[src/rtl/mmio_mem_if.sv]
// Request/response channel of the ASIP data port, shared by the controller and its master.
// A request transfers on a rising edge where req_valid && req_ready; the master holds we/vf/addr/wd
// stable while req_valid=1 and req_ready=0. rsp_valid is a one-cycle pulse with no back-pressure,
// and rd/rsp_err are meaningful only while it is high.
interface mmio_mem_if #(
   parameter int ADDR_W = 128,
   parameter int DATA_W = 128
);
   logic              req_valid;
   logic              req_ready;
   logic              we;
   logic              vf;
   logic [ADDR_W-1:0] addr;
   logic [DATA_W-1:0] wd;
   logic              rsp_valid;
   logic [DATA_W-1:0] rd;
   logic              rsp_err;

   modport master (
      output req_valid, we, vf, addr, wd,
      input  req_ready, rsp_valid, rd, rsp_err
   );

   modport slave (
      input  req_valid, we, vf, addr, wd,
      output req_ready, rsp_valid, rd, rsp_err
   );
endinterface

[src/rtl/mmio_mem_controller.sv]
// ASIP data-port decoder/sequencer: image ROM, data RAM and a debounced switch MMIO window behind
// a registered request/response handshake. Optional macro SW_EDGE_EN adds sticky rising-edge flags.
module mmio_mem_controller #(
   parameter int ADDR_W     = 128,
   parameter int DATA_W     = 128,
   parameter int ROM_BASE   = 0,
   parameter int ROM_SIZE   = 120000,
   parameter int RAM_BASE   = 120000,
   parameter int RAM_SIZE   = 121000,
   parameter int SW_BASE    = 241000,
   parameter int N_SW       = 21,
   parameter int MEM_LAT    = 1,
   parameter int DEB_CYCLES = 16
) (
   input  logic              clk,
   input  logic              rst,
   mmio_mem_if.slave         bus,
   input  logic [N_SW-1:0]   sw_in,
   output logic [ADDR_W-1:0] rom_addr,
   input  logic [DATA_W-1:0] rom_rd,
   output logic              ram_we,
   output logic              ram_vf,
   output logic [ADDR_W-1:0] ram_addr,
   output logic [DATA_W-1:0] ram_wd,
   input  logic [DATA_W-1:0] ram_rd,
   output logic [1:0]        dbg_state
);
   typedef enum logic [1:0] {IDLE = 2'd0, MEM_WAIT = 2'd1, RESP = 2'd2} state_t;
   typedef enum logic [1:0] {REG_ROM, REG_RAM, REG_SW, REG_NONE} region_t;

`ifdef SW_EDGE_EN
   localparam int SW_SPAN = 2 * N_SW;
`else
   localparam int SW_SPAN = N_SW;
`endif
   localparam int CNT_W = $clog2(DEB_CYCLES + 1);
   localparam logic [ADDR_W-1:0] ROM_LO = ADDR_W'(ROM_BASE);
   localparam logic [ADDR_W-1:0] ROM_SZ = ADDR_W'(ROM_SIZE);
   localparam logic [ADDR_W-1:0] RAM_LO = ADDR_W'(RAM_BASE);
   localparam logic [ADDR_W-1:0] RAM_SZ = ADDR_W'(RAM_SIZE);
   localparam logic [ADDR_W-1:0] SW_LO  = ADDR_W'(SW_BASE);
   localparam logic [ADDR_W-1:0] SW_SZ  = ADDR_W'(SW_SPAN);

   state_t            state_q;
   logic              ready_q, rsp_valid_q, rsp_err_q, rom_sel_q;
   logic              ram_we_q, ram_vf_q;
   logic [DATA_W-1:0] rd_q, ram_wd_q;
   logic [ADDR_W-1:0] rom_addr_q, ram_addr_q;
   logic [1:0]        lat_cnt_q;

   logic [N_SW-1:0]   sync1_q, sync1_d, sync2_q, sync2_d, stable_q, stable_d;
   logic [CNT_W-1:0]  cnt_q [N_SW];
   logic [CNT_W-1:0]  cnt_d [N_SW];
   logic [SW_SPAN-1:0] sw_view;
`ifdef SW_EDGE_EN
   logic [N_SW-1:0]   edge_q, edge_d, edge_clr_q;
`endif

   logic [ADDR_W-1:0] rom_off, ram_off, sw_off;
   region_t           req_region;
   logic              sw_bit;

   // Offsets wrap for addresses below a base, so one unsigned compare bounds each region.
   always_comb begin
      rom_off = bus.addr - ROM_LO;
      ram_off = bus.addr - RAM_LO;
      sw_off  = bus.addr - SW_LO;
      if (rom_off < ROM_SZ)      req_region = REG_ROM;
      else if (ram_off < RAM_SZ) req_region = REG_RAM;
      else if (sw_off < SW_SZ)   req_region = REG_SW;
      else                       req_region = REG_NONE;
   end

   assign sw_bit = |(sw_view & (SW_SPAN'(1) << sw_off));

   always_ff @(posedge clk or posedge rst) begin
      if (rst) begin
         state_q     <= IDLE;
         ready_q     <= 1'b0;
         rsp_valid_q <= 1'b0;
         rsp_err_q   <= 1'b0;
         rd_q        <= '0;
         rom_sel_q   <= 1'b0;
         ram_we_q    <= 1'b0;
         ram_vf_q    <= 1'b0;
         ram_wd_q    <= '0;
         rom_addr_q  <= '0;
         ram_addr_q  <= '0;
         lat_cnt_q   <= '0;
`ifdef SW_EDGE_EN
         edge_clr_q  <= '0;
`endif
      end else begin
         rsp_valid_q <= 1'b0;
         ram_we_q    <= 1'b0;
`ifdef SW_EDGE_EN
         edge_clr_q  <= '0;
`endif
         case (state_q)
            IDLE: begin
               ready_q <= 1'b1;
               if (bus.req_valid && ready_q) begin
                  ready_q   <= 1'b0;
                  rd_q      <= '0;
                  rsp_err_q <= 1'b0;
                  lat_cnt_q <= 2'(MEM_LAT - 1);
                  state_q   <= RESP;
                  rsp_valid_q <= 1'b1;
                  case (req_region)
                     REG_ROM: begin
                        if (bus.we) rsp_err_q <= 1'b1;
                        else begin
                           rom_addr_q  <= rom_off;
                           rom_sel_q   <= 1'b1;
                           state_q     <= MEM_WAIT;
                           rsp_valid_q <= 1'b0;
                        end
                     end
                     REG_RAM: begin
                        ram_addr_q <= ram_off;
                        if (bus.we) begin
                           ram_we_q <= 1'b1;
                           ram_wd_q <= bus.wd;
                           ram_vf_q <= bus.vf;
                        end else begin
                           rom_sel_q   <= 1'b0;
                           state_q     <= MEM_WAIT;
                           rsp_valid_q <= 1'b0;
                        end
                     end
                     REG_SW: begin
                        if (bus.we) rsp_err_q <= 1'b1;
                        else begin
                           rd_q <= DATA_W'(sw_bit);
`ifdef SW_EDGE_EN
                           if (sw_off >= ADDR_W'(N_SW))
                              edge_clr_q <= N_SW'(1) << (sw_off - ADDR_W'(N_SW));
`endif
                        end
                     end
                     default: rsp_err_q <= 1'b1;
                  endcase
               end
            end
            MEM_WAIT: begin
               if (lat_cnt_q == 2'd0) begin
                  rd_q        <= rom_sel_q ? rom_rd : ram_rd;
                  state_q     <= RESP;
                  rsp_valid_q <= 1'b1;
               end else begin
                  lat_cnt_q <= lat_cnt_q - 2'd1;
               end
            end
            RESP: begin
               state_q <= IDLE;
               ready_q <= 1'b1;
            end
            default: state_q <= IDLE;
         endcase
      end
   end

   // A channel's stable value flips only after DEB_CYCLES consecutive differing synced samples.
   always_comb begin
      sync1_d  = sw_in;
      sync2_d  = sync1_q;
      stable_d = stable_q;
      for (int i = 0; i < N_SW; i++) begin
         cnt_d[i] = cnt_q[i];
         if (sync2_q[i] == stable_q[i]) begin
            cnt_d[i] = '0;
         end else if (cnt_q[i] == CNT_W'(DEB_CYCLES - 1)) begin
            stable_d[i] = sync2_q[i];
            cnt_d[i]    = '0;
         end else begin
            cnt_d[i] = cnt_q[i] + CNT_W'(1);
         end
      end
   end

   always_ff @(posedge clk or posedge rst) begin
      if (rst) begin
         sync1_q  <= '0;
         sync2_q  <= '0;
         stable_q <= '0;
         for (int i = 0; i < N_SW; i++) cnt_q[i] <= '0;
      end else begin
         sync1_q  <= sync1_d;
         sync2_q  <= sync2_d;
         stable_q <= stable_d;
         for (int i = 0; i < N_SW; i++) cnt_q[i] <= cnt_d[i];
      end
   end

`ifdef SW_EDGE_EN
   // A rising edge arriving in the clearing cycle keeps the flag set.
   always_comb edge_d = (edge_q & ~edge_clr_q) | (stable_d & ~stable_q);

   always_ff @(posedge clk or posedge rst) begin
      if (rst) edge_q <= '0;
      else     edge_q <= edge_d;
   end

   assign sw_view = {edge_q, stable_q};
`else
   assign sw_view = stable_q;
`endif

   assign bus.req_ready = ready_q;
   assign bus.rsp_valid = rsp_valid_q;
   assign bus.rd        = rd_q;
   assign bus.rsp_err   = rsp_err_q;
   assign rom_addr      = rom_addr_q;
   assign ram_we        = ram_we_q;
   assign ram_vf        = ram_vf_q;
   assign ram_addr      = ram_addr_q;
   assign ram_wd        = ram_wd_q;
   assign dbg_state     = state_q;
endmodule
[src/flat_wrapper.sv]
// flat-port wrapper written by rule: the top's interface ports become plain ports
module mmio_mem_controller_flat 
#(
   parameter int ADDR_W     = 128,
   parameter int DATA_W     = 128,
   parameter int ROM_BASE   = 0,
   parameter int ROM_SIZE   = 120000,
   parameter int RAM_BASE   = 120000,
   parameter int RAM_SIZE   = 121000,
   parameter int SW_BASE    = 241000,
   parameter int N_SW       = 21,
   parameter int MEM_LAT    = 1,
   parameter int DEB_CYCLES = 16
)
  (clk, rst, sw_in, rom_addr, rom_rd, ram_we, ram_vf, ram_addr, ram_wd, ram_rd, dbg_state, bus_req_valid, bus_we, bus_vf, bus_addr, bus_wd, bus_req_ready, bus_rsp_valid, bus_rd, bus_rsp_err);
  mmio_mem_if #(.ADDR_W(ADDR_W), .DATA_W(DATA_W)) bus_i ();
  input  logic clk;
  input  logic rst;
  input  logic [N_SW-1:0] sw_in;
  output logic [ADDR_W-1:0] rom_addr;
  input  logic [DATA_W-1:0] rom_rd;
  output logic ram_we;
  output logic ram_vf;
  output logic [ADDR_W-1:0] ram_addr;
  output logic [DATA_W-1:0] ram_wd;
  input  logic [DATA_W-1:0] ram_rd;
  output logic [1:0] dbg_state;
  input wire logic [$bits(bus_i.req_valid)-1:0] bus_req_valid;
  input wire logic [$bits(bus_i.we)-1:0] bus_we;
  input wire logic [$bits(bus_i.vf)-1:0] bus_vf;
  input wire logic [$bits(bus_i.addr)-1:0] bus_addr;
  input wire logic [$bits(bus_i.wd)-1:0] bus_wd;
  output wire logic [$bits(bus_i.req_ready)-1:0] bus_req_ready;
  output wire logic [$bits(bus_i.rsp_valid)-1:0] bus_rsp_valid;
  output wire logic [$bits(bus_i.rd)-1:0] bus_rd;
  output wire logic [$bits(bus_i.rsp_err)-1:0] bus_rsp_err;
  assign bus_i.req_valid = bus_req_valid;
  assign bus_i.we = bus_we;
  assign bus_i.vf = bus_vf;
  assign bus_i.addr = bus_addr;
  assign bus_i.wd = bus_wd;
  assign bus_req_ready = bus_i.req_ready;
  assign bus_rsp_valid = bus_i.rsp_valid;
  assign bus_rd = bus_i.rd;
  assign bus_rsp_err = bus_i.rsp_err;
  mmio_mem_controller #(.ADDR_W(ADDR_W), .DATA_W(DATA_W), .ROM_BASE(ROM_BASE), .ROM_SIZE(ROM_SIZE), .RAM_BASE(RAM_BASE), .RAM_SIZE(RAM_SIZE), .SW_BASE(SW_BASE), .N_SW(N_SW), .MEM_LAT(MEM_LAT), .DEB_CYCLES(DEB_CYCLES)) u_core (.clk(clk), .rst(rst), .bus(bus_i), .sw_in(sw_in), .rom_addr(rom_addr), .rom_rd(rom_rd), .ram_we(ram_we), .ram_vf(ram_vf), .ram_addr(ram_addr), .ram_wd(ram_wd), .ram_rd(ram_rd), .dbg_state(dbg_state));
endmodule
[config.mk]
export PLATFORM = sky130hd
export DESIGN_NAME = mmio_mem_controller_flat
export DESIGN_NICKNAME = d
export VERILOG_FILES = /design/src/rtl/mmio_mem_if.sv /design/src/rtl/mmio_mem_controller.sv /design/src/flat_wrapper.sv
export SDC_FILE = /design/constraint.sdc
export NUM_CORES = 1
export LEC_CHECK = 0
export ABC_AREA = 1
export BUFFER_PORTS_ARGS = -buffer_cell sky130_fd_sc_hd__buf_4
export CAP_MARGIN = 10
export CORE_AREA = 2 2 417 419
export DETAILED_ROUTE_END_ITERATION = 16
export DIE_AREA = 0 0 419 421
export PLACE_DENSITY_LB_ADDON = 0.1
export SYNTH_ARGS = -nofsm -noshare
export SYNTH_HDL_FRONTEND = slang
export SYNTH_SLANG_ARGS = --single-unit
export TNS_END_PERCENT = 20
[constraint.sdc]
create_clock -name clk -period 29.9 [get_ports clk]
set_input_delay 1.495 -clock clk [delete_from_list [all_inputs] [get_ports clk]]
set_output_delay 1.495 -clock clk [all_outputs]
set_load 0.02 [all_outputs]
# Word level (Yosys, flattened, before mapping)
# Cells that the tools add are included.
classes:
  addsub: 24
  n_lt_le_gt_ge: 3
  n_eq_ne: 51
  n_shift: 1
  mux: 73
  bitwise: 23
  reduce_logical: 39
op_table:
  columns: ["operator", "count"]
  rows:
  - ["$mux 128", 4]
  - ["$lt 128x17->1 const B", 2]
  - ["$pmux 128 s2", 1]
  - ["$mux 5", 42]
  - ["$lt 128x5->1 const B", 1]
  - ["$shl 1x128->21 const A", 1]
  - ["$sub 128x17->128 const B", 1]
  - ["$sub 128x18->128 const B", 1]
  - ["$add 5x1->5 const B", 21]
  - ["$eq 5x4->1 const B", 21]
  - ["$reduce_and 2->1", 23]
  - ["$not 1->1", 22]
  - ["$and 21x21->21", 1]
  - ["$eq 1x1->1", 21]
  - ["$reduce_or 21->1", 1]
  - ["$mux 2", 8]
  - ["$mux 1", 12]
  - ["$reduce_and 3->1", 3]
  - ["$pmux 1 s2", 4]
  - ["$pmux 2 s2", 2]
  - ["$reduce_and 4->1", 2]
  - ["$logic_not 2->1", 3]
  - ["$ne 2x2->1 const B", 3]
  - ["$reduce_bool 2->1", 3]
  - ["other kinds (7)", 11]
word_totals:
  regBits: 690
  inputBits: 538
  out_inout_bits: 519
  word_cells: 270

# Depth between registers and ports, before layout
# Gate-level depths: netlist (run 1).
depth:
  ltp_word: 10
  depth_mapped: 30
  depth_no_buf: 30

# Least setup slack after synthesis (run 1)
# No wires, ideal clock.
synth_path:
  path_kind: "input port to flip-flop"
  startpoint: "input bus_addr[9]"
  endpoint: "register u_core.ram_wd_q[100] (netlist: u_core.ram_wd[100])"
  setup_ns: 0.125
  arrival_ns: 4.072
  t_required_ns: 29.775
  path_slack_ns: 25.703
  stages: 21
  n_path_buf: 3
  path_cell_list: "buf_2 inv_2 a21oi_1 nand3_1 o21ai_2 nand2_4 nand2_2 nor2_4 nand2_1 xor2_1 nand4_1 or2_1 nor2_1 nand2_1 nor2_1 nand3_1 inv_2 nand3_2 buf_6 buf_6 mux2_4"
synth_between:
  elab_chain_cells: 7
  elab_cells_between_ends: 10
  cone_classes: "2 x add/sub; 3 x order compare; 1 x eq/ne; 3 x mux; 1 x reduce/logical"
synth_rtl:
  columns: ["item", "line_no", "rtl"]
  rows:
  - ["start, declared", "flat_wrapper.sv:31", "input wire logic [$bits(bus_i.addr)-1:0] bus_addr;"]
  - ["$sub 128x18->128", "mmio_mem_controller.sv:67", "sw_off = bus.addr - SW_LO;"]
  - ["$lt 128x5->1", "mmio_mem_controller.sv:70", "else if (sw_off < SW_SZ) req_region = REG_SW;"]
  - ["$mux 1", "mmio_mem_controller.sv:70", null]
  - ["$mux 2", "mmio_mem_controller.sv:69", "else if (ram_off < RAM_SZ) req_region = REG_RAM;"]
  - ["$mux 2 (*)", "mmio_mem_controller.sv:68", "if (rom_off < ROM_SZ) req_region = REG_ROM;"]
  - ["$eq 2x1->1 (*)", "mmio_mem_controller.sv:109", "case (req_region)"]
  - ["$reduce_and 4->1 (no line) (*)", null, null]
  - ["end signal, assigned", "mmio_mem_controller.sv:123", "ram_wd_q <= bus.wd;"]
  - ["end, declared", "mmio_mem_controller.sv:47", "logic [DATA_W-1:0] rd_q, ram_wd_q;"]
# Mark *: on every way between the ends. The rest lies on a longest branch, timed or not.
# A chain may end at the register's enable or synchronous reset.

# Worst setup path in the final report (run 1)
layout_path:
  startpoint: "input bus_addr[49]"
  endpoint: "register u_core.ram_addr_q[77] (netlist: u_core.ram_addr[77])"
layout_between:
  elab_chain_cells: 7
  elab_cells_between_ends: 10
  cone_classes: "2 x add/sub; 3 x order compare; 1 x eq/ne; 3 x mux; 1 x reduce/logical"
layout_rtl:
  columns: ["item", "line_no", "rtl"]
  rows:
  - ["$sub 128x18->128", "mmio_mem_controller.sv:67", null]
  - ["$lt 128x5->1", "mmio_mem_controller.sv:70", null]
  - ["$mux 1", "mmio_mem_controller.sv:70", null]
  - ["$mux 2", "mmio_mem_controller.sv:69", null]
  - ["$mux 2", "mmio_mem_controller.sv:68", null]
  - ["$eq 2x1->1", "mmio_mem_controller.sv:109", null]
  - ["$reduce_and 3->1 (no line)", null, null]
  - ["end signal, assigned", "mmio_mem_controller.sv:120", "ram_addr_q <= ram_off;"]
  - ["end, declared", "mmio_mem_controller.sv:48", "logic [ADDR_W-1:0] rom_addr_q, ram_addr_q;"]
# Parallel ways exist; a longest one is shown, timed or not.

==> reports/qor.csv, run 1 <==
stage,metric,value,unit
outcome,status,finished clean,
drt,Final ANT Viol Nets,0,
sta,total negative slack,0,ns
clocking,clock transition at the registers of the reported paths,0.06,ns
place,gpl congestion,1.00,
sta,final-report max-slew violation count,0,
global_route,number of global-route vias before repair,34975,
synth,"Top FF cell, synth",dfrtp_1,
clocking,# hold bufs at CTS,0,
sta,Final Hold Vio Count,0,
global_route,met2 global-route usage,0.468,
drt,routed len/inst,29.4,microns
drt,via count,36022,
layout,area delta synth->final,37.2,%
place,Post-DP HPWL,206000,microns
power_and_ir_drop,Gate power share,0.159,
drt,initial DRC count,2905,
synth,Post-Syn Nets,5299,
power_and_ir_drop,Pleak,25.9,nW
clocking,CTS max path bufs,3,
sta,relative slew slack,0.228,
setup_path,worst path arrival time,7.74,ns
sta,RSZ-0062 raised after global routing,false,
global_route,largest net degree at the start of global routing,219,
drt,Detailed Routing Iterations Pass 1,8,
global_route,met1 usage,0.330,
die,die area,176000,sq um
drt,DRC viols,0,
global_route,GRT Util Overall,0.265,
clocking,post-cts sizing count,0,
drt,final WL,241000,microns
clocking,clock sink count,690,
worst_hold_path,Worst Hold Launch,u_core.sync1_q[14]$_DFF_PP0_,
sta,worst setup skew after layout,0.0463,ns
synth,Post-Syn Area per Cell,7.72,sq um
global_route,first-pass GRT wire length,316000,microns
clocking,htree depth,3,
synth,Post-Syn Instances,4735,
clocking,Worst-Skew Late Latency,0.72,ns
die,Top Ports,1057,
sta,Fmax,140,MHz
synth,Yosys Warn Count,0,
global_route,grt met3 use,0.0404,
synth,Post-Syn Area,36600,sq um
die,Initial Util,0.212,
die,num rows,153,
power_and_ir_drop,Overall Power,2.52,mW
clocking,number of CTS-inserted buffers,89,
sta,Slew @ Worst Pin,1.15,ns
setup_path,crit path launch type,input pin,
setup_path,Crit. End Element,register,
power_and_ir_drop,Int Pwr,1.78,mW
synth,Yosys cell types,49,
sta,Tmin final,7.17,ns
die,Die Wd,419,microns
drt,vias per cell,4.39,
place,port buffer count,1056,
setup_path,CP Max Fanout,67,
sta,final setup fails,0,
worst_hold_path,class of the worst hold path,register to register,
setup_path,RR Startpoint,u_core.rom_sel_q$_DFFE_PP0P_,
setup_path,Worst Setup Path Type,input pin to register,
global_route,busiest grt layer,met2,
layout,Final nets,6348,
clocking,Root Buffer Master,clkbuf_16,
clocking,CTS tree,yes,
synth,"Seq/Total Area, Yosys",0.472,
power_and_ir_drop,Worst VDD drop,0.0396,mV
power_and_ir_drop,Net Sw Frac,0.295,
die,die height,421,microns
setup_path,data required time of the critical path,30.48,ns
power_and_ir_drop,P_sw,743,uW
synth,"EDFF count, synth",0,
die,core area,172000,sq um
global_route,grt total ovfl,0,
synth,Synth Register Bits,690,
power_and_ir_drop,Seq pwr share,0.400,
setup_path,Critical Path Start,bus_addr[49],
layout,share of layout cells above drive strength 1,0.243,
setup_path,"reg-to-reg slack, setup",26.01,ns
sta,period utilization,0.240,
synth,Post-synth ARST share,1.00,
power_and_ir_drop,Pwr Density,50.3,nW/um^2
global_route,initial antenna violation count,56,
clocking,postcts setup bufs,0,
power_and_ir_drop,Clk pwr share,0.441,
flow_run,# Max-Cap Violations,0,
## worst max-delay path, stage by stage
cell and delay, ns:
buf_4 0.13, nor2_1 0.35, nand2_1 0.26, nor2_1 0.28
nand2_1 0.27, nor2_1 0.54, nand2_1 0.41, xor2_1 0.83
nor3b_2 0.30, nand2_1 0.07, nor2_1 0.08, nand2_1 0.06
nor2_1 0.12, nand3_1 0.18, inv_2 0.13, nand3_2 0.50
clkinv_2 0.96, buf_4 0.61, nor2_1 0.09
## layout make-up
type | instances | area (sq um)
tap | 2325 | 2910
timing repair buffer | 1082 | 8160
clock inverter | 22 | 260
sequential | 690 | 17300
multi-input combinational | 3274 | 16300
inverter | 647 | 2440
clock buffer | 142 | 2790
fill | 19024 | 122000
antenna | 18 | 45.0
## flip-flops by register name (all words and copies together) (netlist names), 2 cells and up
signal and cells:
u_core.dbg_state 2, u_core.stable_q 21, u_core.ram_addr 128, u_core.lat_cnt_q 2, u_core.rom_addr 128, u_core.ram_wd 128
u_core.sync2_q 21, u_core.sync1_q 21, u_core.cnt_q 105, u_core.bus.rd 128
## layout by cell type, fill, tap and decap left out, types with 3 or more instances in the layout
cell,count
nor2_1,1236
buf_4,1079
nand2_1,857
dfrtp_1,689
inv_1,628
o21ai_0,204
nand3_1,204
a21oi_1,163
xor2_1,147
mux2_4,100
clkbuf_16,90
nand4_1,71
nor3_1,59
mux2_2,38
clkbuf_8,34
ha_1,26
nor4_1,25
xnor2_1,24
and3_1,24
diode_2,18
nand3b_1,18
clkbuf_1,18
inv_2,15
nor2_2,13
clkinv_2,12
mux2_1,10
o21ai_1,7
nand2_2,6
nor3b_1,5
and2_1,5
nor2_4,3
nand3_2,3
buf_12,3
## through the flow
stage / std cells / util / hold slack, ns / area, sq um / setup slack (ns)
after floorplan: 4735 / - / 0.331 / 36600 / 9.06
after global placement: 8018 / 0.273 / 0.335 / 47100 / 22.06
after detailed placement: 8018 / 0.273 / 0.335 / 47100 / 22.12
after CTS: 8182 / 0.291 / 0.347 / 50100 / 22.89
after global routing: 8190 / 0.291 / 0.349 / 50100 / 22.50
final: 8200 / 0.291 / 0.345 / 50200 / 22.73
## Yosys cell counts (all sizes together) (25+ instances only)
master | number | area, sq um
a21oi | 164 | 825
buf | 44 | 290
clkbuf | 80 | 300
dfrtp | 690 | 17300
ha | 26 | 325
inv | 647 | 2430
mux2 | 148 | 2040
nand2 | 865 | 3270
nand3 | 208 | 1060
nand4 | 71 | 444
nor2 | 1252 | 4750
nor3 | 60 | 300
nor4 | 25 | 156
o21ai | 214 | 1090
xor2 | 147 | 1290
## power groups by stage
stage | Clock, mW | Sequential (mW) | Combinational (mW)
floorplan | 0 | 1.07 | 0.119
global placement | 0 | 1.02 | 0.405
detailed placement | 0 | 1.03 | 0.401
CTS | 1.15 | 1.01 | 0.402
global route | 1.19 | 1.01 | 0.423
finish | 1.11 | 1.01 | 0.400
## worst paths after layout
path / to / cells after the start
setup / recovery: u_core.ram_addr[77]$_DFFE_PP0P_ / 19
min in group asynchronous: u_core.ram_wd[0]$_DFFE_PP0P_ / 2
hold reg to reg: u_core.sync2_q[14]$_DFF_PP0_ / 0
hold / removal: u_core.sync2_q[14]$_DFF_PP0_ / 0
setup reg to reg: u_core.bus.rd[65]$_DFFE_PP0P_ / 7
max in group asynchronous: u_core.cnt_q[0]$_DFF_PP0_ / 5
## kinds of logic (layout without fill, tap and decap cells)
group                      after synthesis  count (layout)  synth area share
and+or+nand+nor                       2543            2543             0.285
muxes                                  148             148            0.0559
buffers and inverters                  771            1893            0.0826
other                                    0              18                 0
DFF                                    690             690             0.472
xor gates and xnor gates               171             171            0.0410
adders and majority gates               26              26           0.00890
AOI/OAI and AO/OA                      386             386            0.0543
## metal layers
metal	vias up	part of all wire
met5	-	0.00014
met4	4	0.034
met3	286	0.055
met2	1300	0.50
met1	17561	0.41
li1	16871	-
Note: power is estimated with default switching activity, not from simulation.
==> inputs of run 2 (changes only) <==
--- a/config.mk
+++ b/config.mk
@@ -5,12 +5,12 @@
 export SDC_FILE = /design/constraint.sdc
 export NUM_CORES = 1
 export LEC_CHECK = 0
-export ABC_AREA = 1
+export ABC_AREA = 0
 export BUFFER_PORTS_ARGS = -buffer_cell sky130_fd_sc_hd__buf_4
 export CAP_MARGIN = 10
-export CORE_AREA = 2 2 417 419
+export CORE_AREA = 2 2 406 408
 export DETAILED_ROUTE_END_ITERATION = 16
-export DIE_AREA = 0 0 419 421
+export DIE_AREA = 0 0 408 410
 export PLACE_DENSITY_LB_ADDON = 0.1
 export SYNTH_ARGS = -nofsm -noshare
 export SYNTH_HDL_FRONTEND = slang
==> constraint.sdc (replaced) <==
create_clock -name clk -period 5.78 [get_ports clk]
set_input_delay 0.289 -clock clk [delete_from_list [all_inputs] [get_ports clk]]
set_output_delay 0.289 -clock clk [all_outputs]
set_load 0.02 [all_outputs]
==> reports/qor.csv, run 2 <==
stage,metric,value,unit,change
die,core area,163000,sq um,-5.2%
place,dpl cells,6125,,-24%
sta,WHS,0.0580,ns,-0.287 ns
synth,Post-Syn Area per Cell,11.2,sq um,+45%
setup_path,slowest CP cell,a2111oi_0,,
die,Initial Util,0.200,,-0.0123
layout,fillcell total,17171,,-9.7%
drt,met2 wire len,88800,microns,-26%
global_route,initial antenna violation count,72,,+29%
power_and_ir_drop,Pwr Density,234,nW/um^2,+370%
drt,met1 wire length,72300,microns,-27%
sta,worst setup skew after layout,0.0436,ns,-0.00273 ns
clocking,CTS max path bufs,3,,unchanged
place,port buffer count,1056,,unchanged
global_route,largest net degree at the start of global routing,191,,-13%
die,num rows,149,,-2.6%
setup_path,data required time of the critical path,6.38,ns,-24.10 ns
clocking,htree depth,3,,unchanged
drt,WL met3,13300,microns,+0.63%
clocking,clock sink count,690,,unchanged
outcome,status,finished clean,,
setup_path,crit path launch type,input pin,,
setup_path,critical path cell sequence,dlygate4sd3_1 > buf_4 > inv_1 > ha_1 > nand4b_1 > a2111oi_0 > nor2_1 > nor2b_1 > buf_4 > a311oi_1 > a21oi_1 > nor4_1 > nand4_1 > or4_1 > or4_1 > o31ai_1,,
layout,Sequential Area,17300,sq um,unchanged
drt,top routing layer in use,met5,,
sta,Final Hold Vio Count,0,,unchanged
drt,final WL,183000,microns,-24%
sta,final-report max-slew violation count,0,,unchanged
global_route,grt total ovfl,0,,unchanged
sta,RSZ-0062 raised after global routing,false,,
die,Die Wd,408,microns,-2.6%
synth,Post-Syn Area,32600,sq um,-11%
power_and_ir_drop,Net Sw Frac,0.261,,-0.0337
synth,"Top FF cell, synth",dfrtp_1,,
power_and_ir_drop,Worst VDD drop,0.230,mV,+480%
global_route,GRT Util Overall,0.212,,-0.0531
clocking,post-cts sizing count,0,,unchanged
sta,Slew @ Worst Pin,1.05,ns,-0.107 ns
die,die area,167000,sq um,-5.2%
setup_path,RR Startpoint,u_core.dbg_state[0]$_DFFE_PP0P_,,
synth,Post-Syn Nets,3478,,-34%
setup_path,Crit. End Element,register,,
power_and_ir_drop,Pleak,24.2,nW,-6.7%
clocking,clock transition at the registers of the reported paths,0.08,ns,+0.02 ns
synth,Synth Register Bits,690,,unchanged
synth,Yosys Warn Count,0,,unchanged
worst_hold_path,Worst Hold Launch,ram_rd[96],,
synth,"Seq/Total Area, Yosys",0.529,,+0.0568
drt,Final ANT Viol Nets,0,,unchanged
setup_path,worst path arrival time,5.53,ns,-2.21 ns
power_and_ir_drop,Clk pwr share,0.479,,+0.038
synth,cell taking the most area after synthesis,dfrtp_1,,
drt,vias per cell,4.48,,+2.1%
sta,relative slew slack,0.295,,+0.0674
global_route,first-pass GRT wire length,252000,microns,-20%
worst_hold_path,WHS Endpoint,u_core.bus.rd[96]$_DFFE_PP0P_,,
setup_path,"reg-to-reg slack, setup",3.09,ns,-22.92 ns
layout,area delta synth->final,55.7,%,
clocking,CTS tree,yes,,
layout,multi-input logic area,14500,sq um,-11%
power_and_ir_drop,P_sw,3.10,mW,+320%
clocking,Worst-Skew Late Latency,0.71,ns,about the same
power_and_ir_drop,Gate power share,0.107,,-0.052
place,gpl congestion,0.967,,-3.5%
synth,top post-synthesis cells by area,"dfrtp_1, mux2_4, mux2i_1",,
synth,Yosys cell types,75,,+53%
worst_hold_path,class of the worst hold path,input pin to register,,
power_and_ir_drop,Seq pwr share,0.415,,+0.015
power_and_ir_drop,Int Pwr,8.77,mW,+390%
setup_path,CP Max Fanout,6,,-91%
layout,share of layout cells above drive strength 1,0.346,,+0.102
place,Post-DP HPWL,145000,microns,-30%
setup_path,Worst Setup Path Type,input pin to register,,
die,die height,410,microns,-2.6%
setup_path,largest stage delay on the critical path,0.75,ns,-0.21 ns
die,Top Ports,1057,,unchanged
synth,top post-synthesis cells by count,"dfrtp_1, nand2_1, nor2_1",,
drt,initial DRC count,2276,,-22%
sta,Tmin final,4.93,ns,
sta,final setup fails,0,,unchanged
synth,Post-synth ARST share,1.00,,unchanged
drt,via count,30051,,-17%
synth,Yosys top cell area share,0.529,,+0.0568
drt,DRC viols,0,,unchanged
worst_hold_path,hold path cells,3,,+3
setup_path,R2R Path End,u_core.bus.rd[99]$_DFFE_PP0P_,,
layout,most frequent cells in the layout,"buf_4, dfrtp_1, dlygate4sd3_1",,
clocking,postcts setup bufs,0,,unchanged
synth,most common cell in the netlist,dfrtp_1,,
drt,routed len/inst,27.3,microns,-7.1%
setup_path,path depth of the worst reg2reg path,6,,-1
sta,period utilization,0.852,,
global_route,number of global-route vias before repair,31018,,-11%
layout,fin cells,6702,,-18%
sta,Fmax,203,MHz,
clocking,Root Buffer Master,clkbuf_16,,
flow_run,# Max-Cap Violations,0,,unchanged
synth,Post-Syn Instances,2914,,-38%
drt,Detailed Routing Iterations Pass 1,5,,-3
clocking,# hold bufs at CTS,396,,+396
layout,Final nets,4986,,-21%
clocking,number of CTS-inserted buffers,88,,-1.1%
synth,"EDFF count, synth",0,,unchanged
layout,"most common cell after layout, fill and taps aside",buf_4,,
run 2: cell count changes after synthesis, sizes merged, moves of 67 or more:
cell and delta:
inv -617, nor4 +80, nor2 -1092, o21ai -154, clkbuf +67, o31ai +138
mux2i +134, and2 +151, a21oi -124, nand2 -651, nor2b +119, nand3 -106
run 2: layout make-up:
class,count,area share
Clock buffer,128,0.0497
Inverter,30,0.00229
Antenna cell,21,0.00103
Clock inverter,32,0.00820
Sequential cell,690,0.340
Multi-Input combinational cell,2019,0.286
Tap cell,2189,0.0539
Timing Repair Buffer,1593,0.259
run 2: per-layer routing:
layer,track usage,vias up
li1,-,13465
met1,0.250,14830
met2,0.359,1352
met3,0.0567,390
met4,0.0969,14
met5,0,-
run 2: worst max-delay path, delay by kind of cell:
family	cells	cell delay [ns]
AND/OR/NAND/NOR	7	2.40
AO/OA/AOI/OAI	4	1.42
buffers and inverters	4	1.10
adder cells (fa/ha/maj)	1	0.30
run 2: per-stage QoR:
| stage | setup TNS [ns] | instance area (sq um) | setup slack, ns | total power, mW | util |
|---|---|---|---|---|---|
| 2_1_floorplan | -2726.26 | 32600 | -3.95 | 5.41 | - |
| 3_3_place_gp | 0 | 43800 | 0.519 | 6.05 | 0.268 |
| 3_5_place_dp | 0 | 43800 | 0.557 | 6.04 | 0.268 |
| 4_1_cts | 0 | 50700 | 0.936 | 12.1 | 0.310 |
| 5_1_grt | 0 | 50800 | 0.652 | 12.4 | 0.311 |
| 6_report | 0 | 50800 | 0.853 | 11.9 | 0.311 |
run 2: worst max path at each step:
| stage | startpoint | end | slack, ns | cells after the start |
|---|---|---|---|---|
| 4_1_cts | bus_addr[4] | u_core.bus.rd[0]$_DFFE_PP0P_ | 0.94 | 16 |
| 6_report | bus_addr[4] | u_core.bus.rd[0]$_DFFE_PP0P_ | 0.85 | 16 |
| 2_1_floorplan | rst | u_core.bus.rd[0]$_DFFE_PP0P_ | -3.95 | 1 |
| 3_3_place_gp | bus_addr[39] | u_core.bus.rd[0]$_DFFE_PP0P_ | 0.52 | 11 |
| 5_1_grt | bus_addr[4] | u_core.bus.rd[0]$_DFFE_PP0P_ | 0.65 | 16 |
| 3_5_place_dp | bus_addr[39] | u_core.bus.rd[0]$_DFFE_PP0P_ | 0.56 | 11 |
run 2: kinds of logic after synthesis:
family,share of synthesized area
adders and majority gates,0.00997
DFF,0.529
xor gates and xnor gates,0.0505
muxes,0.119
AOI/OAI and AO/OA,0.0706
and+or+nand+nor,0.194
buffers and inverters,0.0270
run 2: power by group through the flow:
stage | sequential (mW) | clock, mW | combinational (mW)
finish | 4.92 | 5.68 | 1.27
global route | 4.93 | 6.07 | 1.36
CTS | 4.92 | 5.92 | 1.28
detailed placement | 5.01 | 0 | 1.03
global placement | 5.01 | 0 | 1.04
floorplan | 5.01 | 0 | 0.398
